File: config.mk
export PLATFORM = sky130hd
export DESIGN_NAME = frame_output_fifo
export DESIGN_NICKNAME = d
export VERILOG_FILES = /design/src/rtl/frame_output_fifo.sv
export SDC_FILE = /design/constraint.sdc
export NUM_CORES = 1
export LEC_CHECK = 0
export BUFFER_PORTS_ARGS = -buffer_cell sky130_fd_sc_hd__buf_2
export CORE_MARGIN = 2
export CORE_UTILIZATION = 40
export DETAILED_ROUTE_END_ITERATION = 10
export GPL_TIMING_DRIVEN = 0
export SLEW_MARGIN = 5
export SYNTH_ARGS = -nofsm -noshare
export SYNTH_HDL_FRONTEND = slang
export SYNTH_SLANG_ARGS = --single-unit
File: constraint.sdc
create_clock -name ClkxCI -period 4.1 [get_ports ClkxCI]
set_clock_uncertainty 0.15 [all_clocks]
set_input_delay 0.82 -clock ClkxCI [delete_from_list [all_inputs] [get_ports ClkxCI]]
set_output_delay 0.82 -clock ClkxCI [all_outputs]
set_load 0.05 [all_outputs]
File: src/rtl/frame_output_fifo.sv
// Frame output buffer: body bytes and closing headers are queued separately,
// then emitted per frame as header bytes (LSB first) followed by the body.
module frame_output_fifo #(
   parameter int FRAME_SIZE = 16,
   parameter int BODY_DEPTH = 64,
   parameter int HDR_DEPTH  = 4,
   parameter int LEN_WIDTH  = 32
) (
   input  logic                  ClkxCI,
   input  logic                  RstxRI,
   input  logic [7:0]            BodyDataxDI,
   input  logic                  BodyStrobexSI,
   input  logic [FRAME_SIZE-1:0] HeaderDataxDI,
   input  logic                  HeaderStrobexSI,
   output logic [7:0]            BufOutxDO,
   output logic                  OutputValidxSO,
   input  logic                  RdStrobexSI,
   output logic                  BuffersEmptyxSO,
   output logic                  BodyFullxSO,
   output logic                  OverflowxSO,
   output logic [LEN_WIDTH-1:0]  LengthxDO
);

   localparam int BAW = $clog2(BODY_DEPTH);
   localparam int HAW = $clog2(HDR_DEPTH);
   localparam int CW  = $clog2(2 * FRAME_SIZE + 1);
   localparam int NB  = FRAME_SIZE / 8;
   localparam int HW  = FRAME_SIZE + CW;

   localparam logic [BAW:0] B_FULL   = (BAW + 1)'(BODY_DEPTH);
   localparam logic [BAW:0] B_ALMOST = (BAW + 1)'(BODY_DEPTH - 1);
   localparam logic [HAW:0] H_FULL   = (HAW + 1)'(HDR_DEPTH);
   localparam logic [CW-1:0] C_MAX   = CW'(2 * FRAME_SIZE);
   localparam logic [1:0] LAST_IDX   = 2'(NB - 1);

   typedef enum logic [1:0] {
      IDLE,
      HDR,
      BODY
   } state_t;

   state_t state, state_nxt;

   logic [7:0]    body_mem [BODY_DEPTH];
   logic [BAW:0]  body_wr, body_rd, body_cnt;
   logic [HW-1:0] hdr_mem [HDR_DEPTH];
   logic [HAW:0]  hdr_wr, hdr_rd, hdr_cnt;

   logic [CW-1:0] open_cnt, frame_cnt;
   logic [CW-1:0] remain, remain_nxt;
   logic [1:0]    idx, idx_nxt;

   logic          body_push, hdr_push;
   logic          body_pop, hdr_pop;
   logic          rd_ok, ovf_evt;
   logic          body_full_now, hdr_full_now, open_full;

   logic [HW-1:0] hdr_head;
   logic [31:0]   hdr_word;
   logic [CW-1:0] head_cnt;
   logic [7:0]    hdr_byte;

   assign body_cnt      = body_wr - body_rd;
   assign hdr_cnt       = hdr_wr - hdr_rd;
   assign body_full_now = (body_cnt == B_FULL);
   assign hdr_full_now  = (hdr_cnt == H_FULL);
   assign open_full     = (open_cnt == C_MAX);

   // Fullness is judged on current occupancy, so a same-cycle read never
   // makes room for a write.
   assign body_push = BodyStrobexSI & ~body_full_now & ~open_full;
   assign hdr_push  = HeaderStrobexSI & ~hdr_full_now;
   assign ovf_evt   = (BodyStrobexSI & ~body_push)
                    | (HeaderStrobexSI & ~hdr_push);

   assign frame_cnt = open_cnt + {{(CW-1){1'b0}}, body_push};

   assign hdr_head = hdr_mem[hdr_rd[HAW-1:0]];
   assign hdr_word = 32'(hdr_head[HW-1:CW]);
   assign head_cnt = hdr_head[CW-1:0];
   assign hdr_byte = hdr_word[{idx, 3'b000} +: 8];

   always_comb begin
      state_nxt  = state;
      idx_nxt    = idx;
      remain_nxt = remain;
      hdr_pop    = 1'b0;
      body_pop   = 1'b0;
      unique case (state)
         IDLE: begin
            // A header arriving into an idle block is presented next cycle.
            if ((hdr_cnt != '0) || hdr_push) begin
               state_nxt = HDR;
               idx_nxt   = 2'd0;
            end
         end
         HDR: begin
            if (RdStrobexSI) begin
               if (idx == LAST_IDX) begin
                  if (head_cnt != '0) begin
                     state_nxt  = BODY;
                     remain_nxt = head_cnt;
                  end else begin
                     hdr_pop   = 1'b1;
                     state_nxt = IDLE;
                  end
               end else begin
                  idx_nxt = idx + 2'd1;
               end
            end
         end
         BODY: begin
            if (RdStrobexSI) begin
               body_pop   = 1'b1;
               remain_nxt = remain - CW'(1);
               if (remain == CW'(1)) begin
                  hdr_pop   = 1'b1;
                  state_nxt = IDLE;
               end
            end
         end
         default: state_nxt = IDLE;
      endcase
   end

   assign rd_ok          = RdStrobexSI & (state != IDLE);
   assign OutputValidxSO = (state != IDLE);

   always_comb begin
      BufOutxDO = 8'h00;
      if (state == HDR) begin
         BufOutxDO = hdr_byte;
      end else if (state == BODY) begin
         BufOutxDO = body_mem[body_rd[BAW-1:0]];
      end
   end

   assign BuffersEmptyxSO = (body_cnt == '0) & (hdr_cnt == '0)
                          & (open_cnt == '0) & (state == IDLE);
   assign BodyFullxSO     = (body_cnt >= B_ALMOST);

   always_ff @(posedge ClkxCI) begin
      if (body_push) begin
         body_mem[body_wr[BAW-1:0]] <= BodyDataxDI;
      end
      if (hdr_push) begin
         hdr_mem[hdr_wr[HAW-1:0]] <= {HeaderDataxDI, frame_cnt};
      end
   end

   always_ff @(posedge ClkxCI or posedge RstxRI) begin
      if (RstxRI) begin
         body_wr     <= '0;
         body_rd     <= '0;
         hdr_wr      <= '0;
         hdr_rd      <= '0;
         open_cnt    <= '0;
         state       <= IDLE;
         idx         <= 2'd0;
         remain      <= '0;
         LengthxDO   <= '0;
         OverflowxSO <= 1'b0;
      end else begin
         state  <= state_nxt;
         idx    <= idx_nxt;
         remain <= remain_nxt;
         if (body_push) begin
            body_wr <= body_wr + (BAW + 1)'(1);
         end
         if (body_pop) begin
            body_rd <= body_rd + (BAW + 1)'(1);
         end
         if (hdr_push) begin
            hdr_wr <= hdr_wr + (HAW + 1)'(1);
         end
         if (hdr_pop) begin
            hdr_rd <= hdr_rd + (HAW + 1)'(1);
         end
         if (HeaderStrobexSI) begin
            open_cnt <= '0;
         end else if (body_push) begin
            open_cnt <= open_cnt + CW'(1);
         end
         if (rd_ok) begin
            LengthxDO <= LengthxDO + LEN_WIDTH'(1);
         end
         if (ovf_evt) begin
            OverflowxSO <= 1'b1;
         end
      end
   end

endmodule

# Word level (Yosys, flattened, before mapping)

Memory sizes are Yosys's and may differ from the RTL's.
Cells that the tools add are included.
Widths: inputs -> output; s select.

Bits in writable memories: 600
Memories: 2
Register bits after elaboration: 69

Memories:

| name     | words | width | read ports | clocked after Yosys merged registers in | write ports | line | text |
|---|---|---|---|---|---|---|---|
| body_mem | 64    | 8     | 1          | 0                                       | 1           | 44   | `logic [7:0] body_mem [BODY_DEPTH];` |
| hdr_mem  | 4     | 22    | 1          | 0                                       | 1           | 46   | `logic [HW-1:0] hdr_mem [HDR_DEPTH];` |

Shift operators: 1
$add $sub $neg: 11
Bitwise logic cells: 15
Eq/ne operators: 14
Magnitude comparators: 1
Reductions and logical operators: 14
Mux-type cells: 32

Operator list:

| operator              | number |
|---|---|
| $mux 6                | 6 |
| $add 32x1->32 const B | 1 |
| $shiftx 32x6->8       | 1 |
| $mux 2                | 9 |
| $mux 8                | 2 |
| $add 7x1->7 const B   | 2 |
| $ne 2x2->1 const B    | 7 |
| $pmux 6 s2            | 1 |
| $mux 1                | 11 |
| $reduce_and 5->1      | 2 |
| $and 1x1->1           | 9 |
| $reduce_bool 2->1     | 4 |
| $eq 7x7->1 const B    | 1 |
| $ge 7x6->1 const B    | 1 |
| $logic_not 7->1       | 1 |
| $sub 7x7->7           | 1 |
| $add 3x1->3 const B   | 2 |
| $add 6x1->6           | 1 |
| $add 6x1->6 const B   | 1 |
| $eq 6x1->1 const B    | 1 |
| $eq 6x6->1 const B    | 1 |
| $logic_not 6->1       | 1 |
| $pmux 2 s3            | 1 |
| $reduce_bool 6->1     | 1 |
| other kinds (15)      | 20 |

# Logic depth before layout (Yosys ltp)

Gate-level depths: netlist of the first run.

Word-level depth: 8
Mapped depth: 16

# Least setup slack after synthesis of the first run

No wires, ideal clock.

Path type: reg2out
Start point: register body_rd[1]
End point: output BodyFullxSO
Setup slack: -0.840 ns
Arrival time: 3.970 ns
Required time: 3.130 ns
Stages on the path, launching flop included: 10
Cells stage by stage: dfrtp_1 > buf_2 > buf_2 > buf_2 > buf_2 > inv_1 > fa_1 > xnor2_1 > or3b_2 > o41ai_1

Cells in the longest elaborated chain, start to end: 2

Ends and longest elaborated chain:

| item                     | line | text |
|---|---|---|
| start: declaration       | 45   | `logic [BAW:0] body_wr, body_rd, body_cnt;` |
| start signal: assignment | 171  | `body_rd <= body_rd + (BAW + 1)'(1);` |
| $sub 7x7->7              | 63   | `assign body_cnt = body_wr - body_rd;` |
| $ge 7x6->1               | 140  | `assign BodyFullxSO = (body_cnt >= B_ALMOST);` |
| end: declaration         | 19   | `output logic BodyFullxSO,` |

Every way passes these cells.

# Worst setup path after layout of the first run

Start point: register body_rd[0]
End point: output BufOutxDO[0]

Cells in the longest elaborated chain, start to end: 3

Ends and longest elaborated chain:

| item             | line | text |
|---|---|---|
| $mem_v2 64x8     | -    |  |
| $mux 8           | 133  | `end else if (state == BODY) begin` |
| $mux 8           | 131  | `if (state == HDR) begin` |
| end: declaration | 15   | `output logic [7:0] BufOutxDO,` |

Every way passes these cells.

==> results of run 1 <==
==> metrics by stage <==
stage	util	setup WS, ns	setup TNS [ns]	std cells	hold WS [ns]
floorplan	-	-0.177	-0.177	1474	0.310
global placement	0.425	-2.05	-975.14	2417	0.307
detailed placement	0.426	-2.09	-1011.43	2418	0.324
CTS	0.480	-0.130	-0.757	2582	0.240
global route	0.485	-0.174	-1.13	2593	0.259
finish	0.485	-0.132	-0.592	2593	0.268
==> cell usage in the layout (no fill, tap or decap), drive strengths merged, types with 25 or more instances in the layout <==
cell type and instances:
a21oi 27, buf 161, clkbuf 116, clkinv 25, dfrtp 69, edfxtp 600, ha 26, inv 33
mux2i 52, mux4 143, nand2 85, nand3 27, nor2 97, o21ai 25, xnor2 39
==> critical path: stages (launching register included) <==
cell and delay, ns:
dfrtp_1 0.39, buf_8 0.14, buf_8 0.20, mux4_2 0.54, mux4_2 0.56, a22oi_2 0.46, nand3_2 0.16, buf_6 0.18
==> layer usage <==
layer | GRT usage | up-vias | wire length [um] | part of all wire
li1 | - | 6260 | - | -
met1 | 0.266 | 7490 | 28000 | 0.43
met2 | 0.298 | 522 | 31200 | 0.48
met3 | 0.0365 | 92 | 4840 | 0.074
met4 | 0.0614 | 0 | 1580 | 0.024
met5 | 0 | - | 0 | 0
==> Yosys cell counts (26+ instances only) <==
cell      instances  area [sq um]
mux4_2          142          3200
mux2i_1          52           521
xnor2_1          39           342
dfrtp_1          69          1730
ha_1             26           325
nand3_1          27           135
nand2_1          84           315
inv_1            31           116
edfxtp_1        600         18000
a21oi_1          27           135
clkbuf_1         29           109
nor2_1           96           360
==> final cells by class <==
type | count | area, sq um | share of cell area
plain buffers | 62 | 657 | 0.0202
clock buffers | 98 | 1990 | 0.0614
clock inverters | 35 | 345 | 0.0106
inverters | 33 | 136 | 0.00420
multi-input cells | 704 | 7640 | 0.235
flip-flops and latches | 669 | 19700 | 0.608
well taps | 873 | 1090 | 0.0336
repair buffers | 119 | 867 | 0.0267
==> state kept, by name (all words and copies together), names as in the netlist, 3 cells and up <==
signal,flops
LengthxDO,32
body_mem,512
body_rd,7
body_wr,7
hdr_mem,88
hdr_rd,3
hdr_wr,3
open_cnt,6
remain,6
==> worst paths after layout <==
path	startpoint	endpoint	slack (ns)	cells past startpoint
worst max-delay path	body_rd[0]	BufOutxDO[0]	-0.13	7
worst min-delay path	HeaderDataxDI[6]	hdr_mem[0][12]	0.27	1
worst max register to register	body_rd[1]	body_mem[4][0]	0.17	17
worst min register to register	LengthxDO[26]	LengthxDO[26]	0.33	1
max in group asynchronous	RstxRI	body_wr[0]	2.66	4
min in group asynchronous	RstxRI	LengthxDO[18]	0.56	3
==> cell families (layout without fill, tap and decap cells) <==
group / Yosys count / count (layout)
AOI/OAI and AO/OA: 121 / 121
xor gates and xnor gates: 58 / 58
adders and majority gates: 27 / 27
buffers and inverters: 101 / 347
DFF: 669 / 669
muxes: 201 / 201
and+or+nand+nor: 297 / 297
==> where the power goes <==
part           internal, mW  switching, mW  total (mW)
combinational          3.40           4.42        7.82
clock                  3.75           2.67        6.42
sequential             8.01          0.261        8.27
total                  15.2           7.35        22.5
==> repair_timing <==
item	in CTS	in global routing
setup buffers	35	10
cloned	1	1
pin swaps	19	12
hold buffers	1	0
endpoints found under the hold margin	13	0
resized for setup	286	53
endpoints found under the setup margin	649	370
==> reports/qor.txt, run 1 <==
Fillers: 5618
Post-synthesis sequential area ratio: 0.729
Distinct cells, synth: 67
Worst-Margin Slew: 1.26 ns
FF+latch count, synth: 669
Wirelength per Cell: 25.3 um
Max Fanout on Critical Path: 10
Core Box Area: 67000 sq um
Synth Net Count: 1530
Largest family of logic cells by synthesized area: multiplexers
Drt pass-1 iters: 5
Final min period: 4.23 ns
Clock tree buffer depth: 3
GRT Total Usage: 0.189
Starting Density: 0.404
Mean Syn Cell Area: 18.4 sq um
Vias in the first global route: 14600
Mapped Area: 27100 sq um
Routed WL: 65600 um
Critical path required time: 3.13 ns
Power per cell area: 693 nW/um^2
Period utilisation layout: 1.03
Gr ovfl total: 0
Worst-path clk slew: 0.07 ns
Max Cap Viol: 0
Failing checks: negative setup slack
Row Count: 95
Post-Syn Instances: 1474
Mux cell area share after synthesis: 0.141
Clock Sinks: 669
Post-synth top flop: edfxtp_1
Post-synthesis compound-gate area fraction: 0.0301
TritonCTS clock tree: done
1st-iter DRT viols: 1626
Pin count of the biggest net entering global routing: 65
DR vias/cell: 5.54
Adder-cell area share of the yosys netlist: 0.0128
Die area: 69800 sq um
DP Area: 28600 sq um
Die height: 264 um
Simple-Gate Fraction of Synth Area: 0.0513
Post-synth EDFFs: 600
Port Buffers: 70
Clock latency on the worst-skew pair: 0.62 ns
Leakage power: 10.9 nW
Max-slew violations: 0
Setup WS post-layout: -0.132 ns
Ys async rst share: 0.103
Endpoints failing setup: 8
Peak supply drop: 0.000374 V
Fin nets: 1717
First-pass GRT wire length: 97100 um
YS warnings: 0
Crit path DAT: 3.26 ns
Ant diodes: 0
Residual DRC: 0
Fin area: 32500 sq um
Worst min-delay path category: in -> reg
Max_slew headroom: 0.161
Area growth, synth to finish: 20.0%
XOR/XNOR share of the synthesized area: 0.0188
Layout cells sized above 1: 0.327
Dpl hpwl: 41500 um
Final GP Congestion: 0.872
CTS buffer count: 72
Fmax: 236 MHz
Setup crit end kind: output pin
Critical path type: reg -> out
Final Hold Vio Count: 0
H-tree depth: 3
RSZ-0062 raised after global routing: yes
Pwr Total: 22.5 mW
Critical Path Start Type: flop
Die Wd: 264 um
Total number of vias: 14400
DRT antenna net count: 0
Outcome: finished with violations
Clk root buf: clkbuf_16
Initial antenna violation count: 0
IO Pins: 73
Power figures use the tool's default switching activity.
==> run 2: changes to the inputs <==
- CORE_MARGIN: 2 -> 3
==> run 2 against run 1 <==
Against the previous run: the flow still finishes with violations (negative setup slack); non-clock buffer count is 6 lower; sequential share of layout area increased by 0.052 points; largest cell class unchanged; sequential power barely moved; first-iteration DRC count decreased by 9.7%.
==> reports/qor.txt, run 2 (synthesized netlist as in run 1, its figures left out) <==
Peak supply drop: 0.000324 V
Crit path max-delay family: multiplexers
Leading cell types in the layout, fill and taps excluded: 600 x edfxtp_1, 142 x mux4_2, 80 x nand2_1, 76 x clkbuf_16, 65 x dfrtp_1
Max incr delay on CP: 0.56 ns
Failing checks: negative setup slack
IO Pins: 73
Clk root buf: clkbuf_16
Clk pwr share: 0.277
TritonCTS clock tree: done
Pin count of the biggest net entering global routing: 65
Gr ovfl total: 0
First-pass GRT wire length: 98200 um
Final GP Congestion: 0.880
Residual DRC: 0
Critical path's slowest cell: mux4_2
Clock tree buffer depth: 3
Port Buffers: 70
RSZ-0062 raised after global routing: yes
Power per cell area: 686 nW/um^2
Global route hottest layer: met2
Core Box Area: 66500 sq um
Reg2reg path depth: 15
Max reg flops: 512
Max Fanout on Critical Path: 8
Ant diodes: 0
Starting Density: 0.407
M1 GR Usage: 0.267
Layout cells sized above 1: 0.324
Stages on the worst setup path: 8
CP endpoint: BufOutxDO[2]
GRT met3 Usage: 0.0370
1st-iter DRT viols: 1468
Max_slew headroom: 0.159
Final Hold Vio Count: 0
P_int: 14.9 mW
DR vias/cell: 5.66
Max-slew violations: 0
Clock Sinks: 669
Period utilisation layout: 1.02
Wirelength per Cell: 25.8 um
Worst r2r dst: body_mem[63][7]
Leakage power: 10.9 nW
Area growth, synth to finish: 19.9%
Switching Fraction: 0.331
Worst r2r src: body_rd[1]
Crit path DAT: 3.23 ns
CTS buffer count: 73
Reg power frac: 0.372
Worst min-delay path category: in -> reg
Worst-Margin Slew: 1.26 ns
Sw power: 7.36 mW
Die area: 70800 sq um
Crit path launch: body_rd[0]
Critical Path Start Type: flop
Total number of vias: 14600
Comb power frac: 0.351
Initial antenna violation count: 2
Pwr Total: 22.3 mW
Critical path type: reg -> out
Met2 Resource Use GR: 0.297
Die Wd: 266 um
Clock latency on the worst-skew pair: 0.61 ns
Vias in the first global route: 14600
Endpoints failing setup: 8
Worst-path clk slew: 0.06 ns
Setup crit end kind: output pin
Fin nets: 1712
Worst hold path depth: 1
Fmax: 238 MHz
Routed WL: 66300 um
CP cell instances: buf_8 -> buf_12 -> buf_12 -> mux4_2 -> mux4_2 -> a221oi_4 -> o21ai_4 -> buf_6
Dpl hpwl: 41700 um
Final min period: 4.20 ns
Die height: 266 um
GRT Total Usage: 0.189
Critical path required time: 3.13 ns
Commonest non-fill, non-tap cell in the layout: edfxtp_1
Final core area utilization: 0.488
Outcome: finished with violations
FF-to-FF setup slack: 0.06 ns
H-tree depth: 3
WP buf/inv: 4
Drt pass-1 iters: 7
Row Count: 94
Setup WS post-layout: -0.100 ns
Max Cap Viol: 0
DRT antenna net count: 0
run 2: area by class of cell:
class                           instances  area [sq um]
Buffer                                 62           658
Inverter                               33           139
Tap cell                              864          1080
Multi-Input combinational cell        704          7720
Clock buffer                           92          1950
Timing Repair Buffer                  113           877
Clock inverter                         35           274
Sequential cell                       669         19700
Fill cell                            5354         34000
run 2: timing repair:
| action | in CTS | in global routing |
|---|---|---|
| endpoints found under the setup margin | 649 | 141 |
| hold buffers | 1 | 0 |
| resized for setup | 300 | 52 |
| hold endpoints to repair | 16 | 0 |
| buffers inserted | 29 | 10 |
| cloned | 2 | 0 |
| pin swaps | 21 | 19 |
run 2: power groups by stage:
stage | Sequential, mW | Clock [mW] | Combinational [mW]
2_1_floorplan | 8.41 | 0 | 4.23
3_3_place_gp | 8.37 | 0 | 6.22
4_1_cts | 8.28 | 6.30 | 7.59
6_report | 8.28 | 6.16 | 7.82
3_5_place_dp | 8.40 | 0 | 6.28
5_1_grt | 8.33 | 6.57 | 8.24
run 2: worst min-delay path by stage:
stage                                end              start  slack (ns)
after detailed placement   LengthxDO[31]      LengthxDO[31]        0.31
after global placement     LengthxDO[31]      LengthxDO[31]        0.31
after CTS                 hdr_mem[1][20]  HeaderDataxDI[14]        0.25
after global routing      hdr_mem[0][16]  HeaderDataxDI[10]        0.26
final                     hdr_mem[0][16]  HeaderDataxDI[10]        0.28
after floorplan               body_wr[6]         body_wr[6]        0.31
run 2: layer usage:
layer,part of all wire,vias up
met5,0.00039,-
met4,0.028,4
met3,0.072,96
met2,0.47,564
met1,0.43,7650
li1,-,6241
run 2: worst register-to-register path, delay by kind of cell, from the launching register on:
family,cells,cell delay (ns)
and+or+nand+nor,4,0.95
AOI/OAI and AO/OA,3,0.74
adders and majority gates,1,0.25
buffers and inverters,7,1.16
DFF,1,0.41
run 2: through the flow:
| step | hold slack, ns | cells | setup TNS, ns | cell area, sq um | setup slack (ns) |
|---|---|---|---|---|---|
| floorplan | 0.310 | 1474 | -0.177 | 27100 | -0.177 |
| global placement | 0.308 | 2408 | -993.60 | 28500 | -2.02 |
| detailed placement | 0.311 | 2409 | -1029.26 | 28500 | -2.15 |
| CTS | 0.246 | 2562 | -0.745 | 32200 | -0.120 |
| global route | 0.264 | 2572 | -1.66 | 32500 | -0.164 |
| finish | 0.281 | 2572 | -0.505 | 32500 | -0.100 |
